## config.mk

```make
export PLATFORM = sky130hd
export DESIGN_NAME = serial_tx
export DESIGN_NICKNAME = d
export VERILOG_FILES = /design/src/rtl/serial_pkg.sv /design/src/rtl/serial_fifo.sv /design/src/rtl/serial_tx.sv
export SDC_FILE = /design/constraint.sdc
export NUM_CORES = 1
export LEC_CHECK = 0
export ABC_AREA = 0
export ABC_CLOCK_PERIOD_IN_PS = 3800
export CAP_MARGIN = 20
export CORE_MARGIN = 5
export CORE_UTILIZATION = 60
export CTS_CLUSTER_SIZE = 20
export DETAILED_ROUTE_END_ITERATION = 7
export GPL_TIMING_DRIVEN = 0
export PLACE_DENSITY = 0.81
export SLEW_MARGIN = 20
export SYNTH_ARGS = -nofsm -noshare
export SYNTH_HDL_FRONTEND = slang
export SYNTH_SLANG_ARGS = --single-unit
```

## constraint.sdc

```tcl
create_clock -name clk -period 3.8 [get_ports clk]
set_clock_uncertainty 0.15 [all_clocks]
set_input_delay 0.76 -clock clk [delete_from_list [all_inputs] [get_ports clk]]
set_output_delay 0.76 -clock clk [all_outputs]
set_load 0.1 [all_outputs]
```

## src/rtl/serial_pkg.sv

```systemverilog
// Shared definitions for the serial transmitter: parity modes, FSM encoding
// and the frame-length arithmetic used by the RTL and its bench.
package serial_pkg;

  localparam int PAR_NONE = 0;
  localparam int PAR_EVEN = 1;
  localparam int PAR_ODD  = 2;

  typedef enum logic [2:0] {
    ST_IDLE,
    ST_START,
    ST_DATA,
    ST_PAR,
    ST_STOP
  } tx_state_t;

  // Bits on the line for one character: start + data + optional parity + stop.
  function automatic int frame_bits(input int data_w, input int parity, input int stop_bits);
    return 1 + data_w + ((parity != PAR_NONE) ? 1 : 0) + stop_bits;
  endfunction

  function automatic int frame_cycles(input int data_w, input int parity,
                                      input int stop_bits, input int clks_per_bit);
    return frame_bits(data_w, parity, stop_bits) * clks_per_bit;
  endfunction

endpackage

```

## src/rtl/serial_fifo.sv

```systemverilog
// Synchronous FIFO holding characters waiting to be framed; a write while full
// and a pop while empty are both ignored.
module serial_fifo #(
  parameter int WIDTH = 8,
  parameter int DEPTH = 4
) (
  input  logic                     clk,
  input  logic                     rst,
  input  logic                     wr_en,
  input  logic [WIDTH-1:0]         wr_data,
  input  logic                     pop,
  output logic [WIDTH-1:0]         rd_data,
  output logic                     full,
  output logic                     empty,
  output logic [$clog2(DEPTH):0]   count
);

  localparam int AW = $clog2(DEPTH);
  localparam int CW = AW + 1;

  logic [WIDTH-1:0] mem_q [DEPTH];
  logic [AW-1:0]    wr_ptr_q, wr_ptr_d;
  logic [AW-1:0]    rd_ptr_q, rd_ptr_d;
  logic [CW-1:0]    count_q, count_d;
  logic             wr_fire;
  logic             pop_fire;

  assign full     = (count_q == CW'(DEPTH));
  assign empty    = (count_q == '0);
  assign count    = count_q;
  assign rd_data  = mem_q[rd_ptr_q];
  assign wr_fire  = wr_en && !full;
  assign pop_fire = pop && !empty;

  always_comb begin
    wr_ptr_d = wr_ptr_q;
    rd_ptr_d = rd_ptr_q;
    count_d  = count_q;
    if (wr_fire) wr_ptr_d = wr_ptr_q + AW'(1);
    if (pop_fire) rd_ptr_d = rd_ptr_q + AW'(1);
    if (wr_fire && !pop_fire) count_d = count_q + CW'(1);
    else if (pop_fire && !wr_fire) count_d = count_q - CW'(1);
  end

  always_ff @(posedge clk or negedge rst) begin
    if (!rst) begin
      wr_ptr_q <= '0;
      rd_ptr_q <= '0;
      count_q  <= '0;
    end else begin
      wr_ptr_q <= wr_ptr_d;
      rd_ptr_q <= rd_ptr_d;
      count_q  <= count_d;
    end
  end

  // Storage needs no reset: pointers and count define what is valid.
  always_ff @(posedge clk) begin
    if (wr_fire) mem_q[wr_ptr_q] <= wr_data;
  end

endmodule

```

## src/rtl/serial_tx.sv

```systemverilog
// UART-style transmitter: queued characters are sent LSB-first as
// start / data / optional parity / stop framed bits.
module serial_tx
  import serial_pkg::*;
#(
  parameter int DATA_W       = 8,
  parameter int CLKS_PER_BIT = 16,
  parameter int PARITY       = 0,
  parameter int STOP_BITS    = 1,
  parameter int FIFO_DEPTH   = 4
) (
  input  logic                          clk,
  input  logic                          rst,
  input  logic                          tx_enable,
  input  logic [DATA_W-1:0]             tx_data,
  input  logic                          tx_valid,
  output logic                          tx_ready,
  output logic                          serial_out,
  output logic                          busy,
  output logic                          char_sent,
  output logic [$clog2(FIFO_DEPTH):0]   fifo_count
);

  localparam int TW         = $clog2(CLKS_PER_BIT);
  localparam int FRAME_BITS = frame_bits(DATA_W, PARITY, STOP_BITS);
  localparam int BW         = $clog2(FRAME_BITS);

  tx_state_t         state_q, state_d;
  logic [TW-1:0]     timer_q, timer_d;
  logic [BW-1:0]     bit_cnt_q, bit_cnt_d;
  logic [DATA_W-1:0] shift_q, shift_d;
  logic              parity_q, parity_d;
  logic              serial_out_q, serial_out_d;
  logic              busy_q, busy_d;
  logic              char_sent_q, char_sent_d;

  logic              fifo_full;
  logic              fifo_empty;
  logic              fifo_pop;
  logic [DATA_W-1:0] fifo_rd_data;
  logic              wrap;
  logic              start_frame;

  assign tx_ready = !fifo_full;

  serial_fifo #(
    .WIDTH (DATA_W),
    .DEPTH (FIFO_DEPTH)
  ) u_fifo (
    .clk     (clk),
    .rst     (rst),
    .wr_en   (tx_valid && tx_ready),
    .wr_data (tx_data),
    .pop     (fifo_pop),
    .rd_data (fifo_rd_data),
    .full    (fifo_full),
    .empty   (fifo_empty),
    .count   (fifo_count)
  );

  // bit_cnt_q indexes the bit within the frame: 0 is the start bit.
  always_comb begin
    state_d     = state_q;
    timer_d     = timer_q;
    bit_cnt_d   = bit_cnt_q;
    shift_d     = shift_q;
    parity_d    = parity_q;
    char_sent_d = 1'b0;
    start_frame = 1'b0;
    fifo_pop    = 1'b0;
    wrap        = (timer_q == TW'(CLKS_PER_BIT - 1));

    if (state_q != ST_IDLE) timer_d = wrap ? '0 : timer_q + TW'(1);

    case (state_q)
      ST_IDLE: begin
        if (tx_enable && !fifo_empty) start_frame = 1'b1;
      end
      ST_START: begin
        if (wrap) begin
          state_d   = ST_DATA;
          bit_cnt_d = bit_cnt_q + BW'(1);
        end
      end
      ST_DATA: begin
        if (wrap) begin
          bit_cnt_d = bit_cnt_q + BW'(1);
          if (bit_cnt_q == BW'(DATA_W)) state_d = (PARITY != PAR_NONE) ? ST_PAR : ST_STOP;
          else shift_d = shift_q >> 1;
        end
      end
      ST_PAR: begin
        if (wrap) begin
          state_d   = ST_STOP;
          bit_cnt_d = bit_cnt_q + BW'(1);
        end
      end
      ST_STOP: begin
        if (wrap) begin
          if (bit_cnt_q == BW'(FRAME_BITS - 1)) begin
            char_sent_d = 1'b1;
            state_d     = ST_IDLE;
            if (tx_enable && !fifo_empty) start_frame = 1'b1;
          end else begin
            bit_cnt_d = bit_cnt_q + BW'(1);
          end
        end
      end
      default: state_d = ST_IDLE;
    endcase

    // Starting from the last stop bit chains frames with no idle gap.
    if (start_frame) begin
      fifo_pop  = 1'b1;
      state_d   = ST_START;
      timer_d   = '0;
      bit_cnt_d = '0;
      shift_d   = fifo_rd_data;
      parity_d  = (PARITY == PAR_ODD) ? ~(^fifo_rd_data) : (^fifo_rd_data);
    end

    case (state_d)
      ST_START: serial_out_d = 1'b0;
      ST_DATA:  serial_out_d = shift_d[0];
      ST_PAR:   serial_out_d = parity_d;
      default:  serial_out_d = 1'b1;
    endcase
    busy_d = (state_d != ST_IDLE);
  end

  always_ff @(posedge clk or negedge rst) begin
    if (!rst) begin
      state_q      <= ST_IDLE;
      timer_q      <= '0;
      bit_cnt_q    <= '0;
      shift_q      <= '0;
      parity_q     <= 1'b0;
      serial_out_q <= 1'b1;
      busy_q       <= 1'b0;
      char_sent_q  <= 1'b0;
    end else begin
      state_q      <= state_d;
      timer_q      <= timer_d;
      bit_cnt_q    <= bit_cnt_d;
      shift_q      <= shift_d;
      parity_q     <= parity_d;
      serial_out_q <= serial_out_d;
      busy_q       <= busy_d;
      char_sent_q  <= char_sent_d;
    end
  end

  assign serial_out = serial_out_q;
  assign busy       = busy_q;
  assign char_sent  = char_sent_q;

endmodule

```

==> impl_metrics.py <==
metrics = {
    "status": {
        "status": "complete, no violations",
    },
    "floorplanning": {
        "num_rows": 24,
        "core_area_sq_um": 4414,
        "die-area_sq_um": 6075,
        "die_x_microns": 77.95,
        "die_h_microns": 77.95,
        "initial_core_util_pct": 62.76,
        "ioPinCount": 19,
    },
    "clock_network": {
        "cts_sinks": 62,
        "clk_pin_slew_ns": 0.07,
        "numCtsBuffers": 9,
        "cts_max_level": 3,
        "ctsResizeCount": 0,
        "cts_buffer_depth": 2,
        "post_cts_buffers": 0,
        "cts_tree": "yes",
        "cts-root-buf": "clkbuf_8",
        "ctsHoldBuffers": 0,
        "clock_latency_ns": 0.33,
    },
    "yosys": {
        "seq_area_frac_synth_pct": 61.83,
        "netlist_area_sq_um": 2770,
        "ys.warnings.count": 0,
        "ys_seq_elements": 62,
        "synth_top_cell_area_share_pct": 34.69,
        "ys.flop_type": "edfxtp_1",
        "synth-edff-count": 32,
        "synthTopCellsByCount": "edfxtp_1, dfrtp_1, nand2_1, o21ai_0, xnor2_1",
        "ys_async_sr_fraction_pct": 48.39,
        "yosys.area.top_type": "edfxtp_1",
        "synthTopCellsByArea": "edfxtp_1, dfrtp_1, mux4_2",
        "yosysMostFrequentCell": "edfxtp_1",
        "synth_cells": 200,
        "syn_area_per_cell_sq_um": 13.85,
        "yosysUniqueCellTypes": 38,
        "syn-num-nets": 222,
    },
    "routing": {
        "ant_nets": 0,
        "num_vias": 1676,
        "drt_iter0_markers": 162,
        "drc": 0,
        "wl_microns": 4697,
        "avgRoutedWirePerCell_microns": 16.42,
        "viasPerCell": 5.860,
        "firstDrtPassIters": 4,
    },
    "worst_setup_path": {
        "rr_endpoint": "u_fifo.count[2]",
        "critPathCaptureType": "output port",
        "required_ns": 2.89,
        "rr_worst_depth": 11,
        "critPathMaxFanout": 6,
        "worstSetupPathType": "reg -> out",
        "arrival_ns": 2.16,
        "cp-start-kind": "register",
        "rrSetupSlack_ns": 1.07,
        "worstReg2RegStart": "u_fifo.count[0]",
    },
    "sta": {
        "rsz0062_at_grt": "no",
        "finalHoldWorstSlack_ns": 0.2904,
        "min_period_ns": 3.066,
        "finalSetupViolCount": 0,
        "drv_slew": 0,
        "fin_crit_sh_pct": 80.67,
        "tightest_slew_ns": 0.9780,
        "fin_ws_ns": 0.7344,
        "slew_headroom_pct": 34.59,
        "finalHoldViolations": 0,
        "max_freq_mhz": 326.2,
        "finalSetupTns_ns": 0,
    },
    "worst_hold_path": {
        "hold_path.class": "in -> async",
    },
    "cells_and_area": {
        "multi_input_area_sq_um": 975.9,
        "ff_latch_area_sq_um": 1713,
        "nets": 251,
        "fill_cells": 286,
        "syn_to_final_growth_pct": 16.67,
        "num_antenna_cells": 0,
        "final_layout_size_suffix_gt1_share_pct": 15.81,
    },
    "global_routing": {
        "grt_first_pass_wirelength_microns": 8038,
        "grt_max_degree": 31,
        "antenna_found_initial": 0,
        "grt_pass1_vias": 1748,
        "grt.total_usage_pct": 17.22,
        "grt-ovfl-total": 0,
    },
    "run": {
        "max-cap-violations": 0,
    },
    "power_and_ir_drop": {
        "power.density_nw_per_um2": 866.5,
        "p_leak_nw": 1.290,
        "ir_drop_v": 0.0007471,
    },
    "placement": {
        "gp_congestion": 0.8261,
        "port_buffers": 18,
        "hpwl_microns": 3354,
        "post-place-ws_ns": 0.5529,
    },
}
## state kept, by name, summed over array words and instances, names as in the netlist
| signal | flops |
|---|---|
| bit_cnt_q | 4 |
| busy | 1 |
| u_fifo.wr_ptr_q | 2 |
| u_fifo.mem_q | 32 |
| timer_q | 4 |
| u_fifo.count | 3 |
| char_sent | 1 |
| shift_q | 8 |
| serial_out | 1 |
| u_fifo.rd_ptr_q | 2 |
| parity_q | 1 |
| state_q | 3 |
## kinds of logic (layout without fill, tap and decap cells)
| logic type | count (synthesis) | in the layout | share of synthesized area [%] |
|---|---|---|---|
| DFF | 62 | 62 | 61.83 |
| muxes | 17 | 17 | 9.801 |
| AOI/OAI and AO/OA | 32 | 32 | 7.091 |
| and+or+nand+nor | 50 | 50 | 9.124 |
| adders and majority gates | 10 | 10 | 4.788 |
| buffers and inverters | 15 | 49 | 2.936 |
| xor gates and xnor gates | 14 | 14 | 4.426 |
## layout by cell type (no fill, tap or decap), types with 3 or more instances in the layout
master,netlist,layout
ha_1,9,9
edfxtp_1,32,32
mux4_2,8,8
buf_6,3,3
nand2_1,15,15
nand3_1,6,6
xnor2_1,11,11
o21ai_0,15,15
mux2i_1,8,8
and3_1,7,7
dfrtp_1,29,29
inv_1,7,7
clkdlybuf4s50_1,0,17
xor2_1,3,3
clkbuf_8,0,9
a21oi_1,6,6
nor2_1,10,10
## final cells by class
cell class	count	area share, %
Timing Repair Buffer	18	5.420
Sequential cell	62	53.00
Tap cell	52	2.013
Multi-Input combinational cell	123	30.20
Inverter	8	0.9292
Clock inverter	7	3.020
Buffer	7	1.587
Clock buffer	9	3.833
## worst max-delay path, stage by stage (launching register included)
cell	delay (ns)
dfrtp_1	0.46
nor2_1	0.06
nand2_1	0.13
clkdlybuf4s50_1	1.16
## power breakdown
part	leakage, nW	total [mW]	internal [mW]	switching (mW)
logic	0.525	1.12	0.458	0.664
clock network	0.106	0.627	0.371	0.256
registers	0.659	1.05	0.926	0.126
total	1.29	2.80	1.75	1.05
## layer usage
metal	vias to the layer above	share of wire [%]	GRT usage, %
met5	-	0	0
met4	0	2.6	9.966
met3	13	4.1	4.282
met2	44	48	26.63
met1	823	45	22.13
li1	796	-	-
## through the flow
stage	power, mW	cell area (sq um)	util [%]	instances
finish	2.800	3232	73.21	286
global route	2.973	3232	73.21	286
floorplan	1.933	2770	-	200
detailed placement	2.190	3010	68.20	270
CTS	2.822	3232	73.21	286
global placement	2.135	3015	68.31	270
## how the worst max path moves through the flow
| stage | depth (start not counted) | end | startpoint | slack (ns) |
|---|---|---|---|---|
| CTS | 3 | tx_ready | u_fifo.count[0] | 0.71 |
| floorplan | 6 | u_fifo.count[1] | u_fifo.count[2] | 0.29 |
| global placement | 10 | u_fifo.count[1] | tx_enable | 0.60 |
| global route | 3 | tx_ready | u_fifo.count[0] | 0.65 |
| finish | 3 | tx_ready | u_fifo.count[0] | 0.73 |
| detailed placement | 10 | u_fifo.count[1] | tx_enable | 0.55 |
No activity file was read; power rests on OpenSTA's default activity.
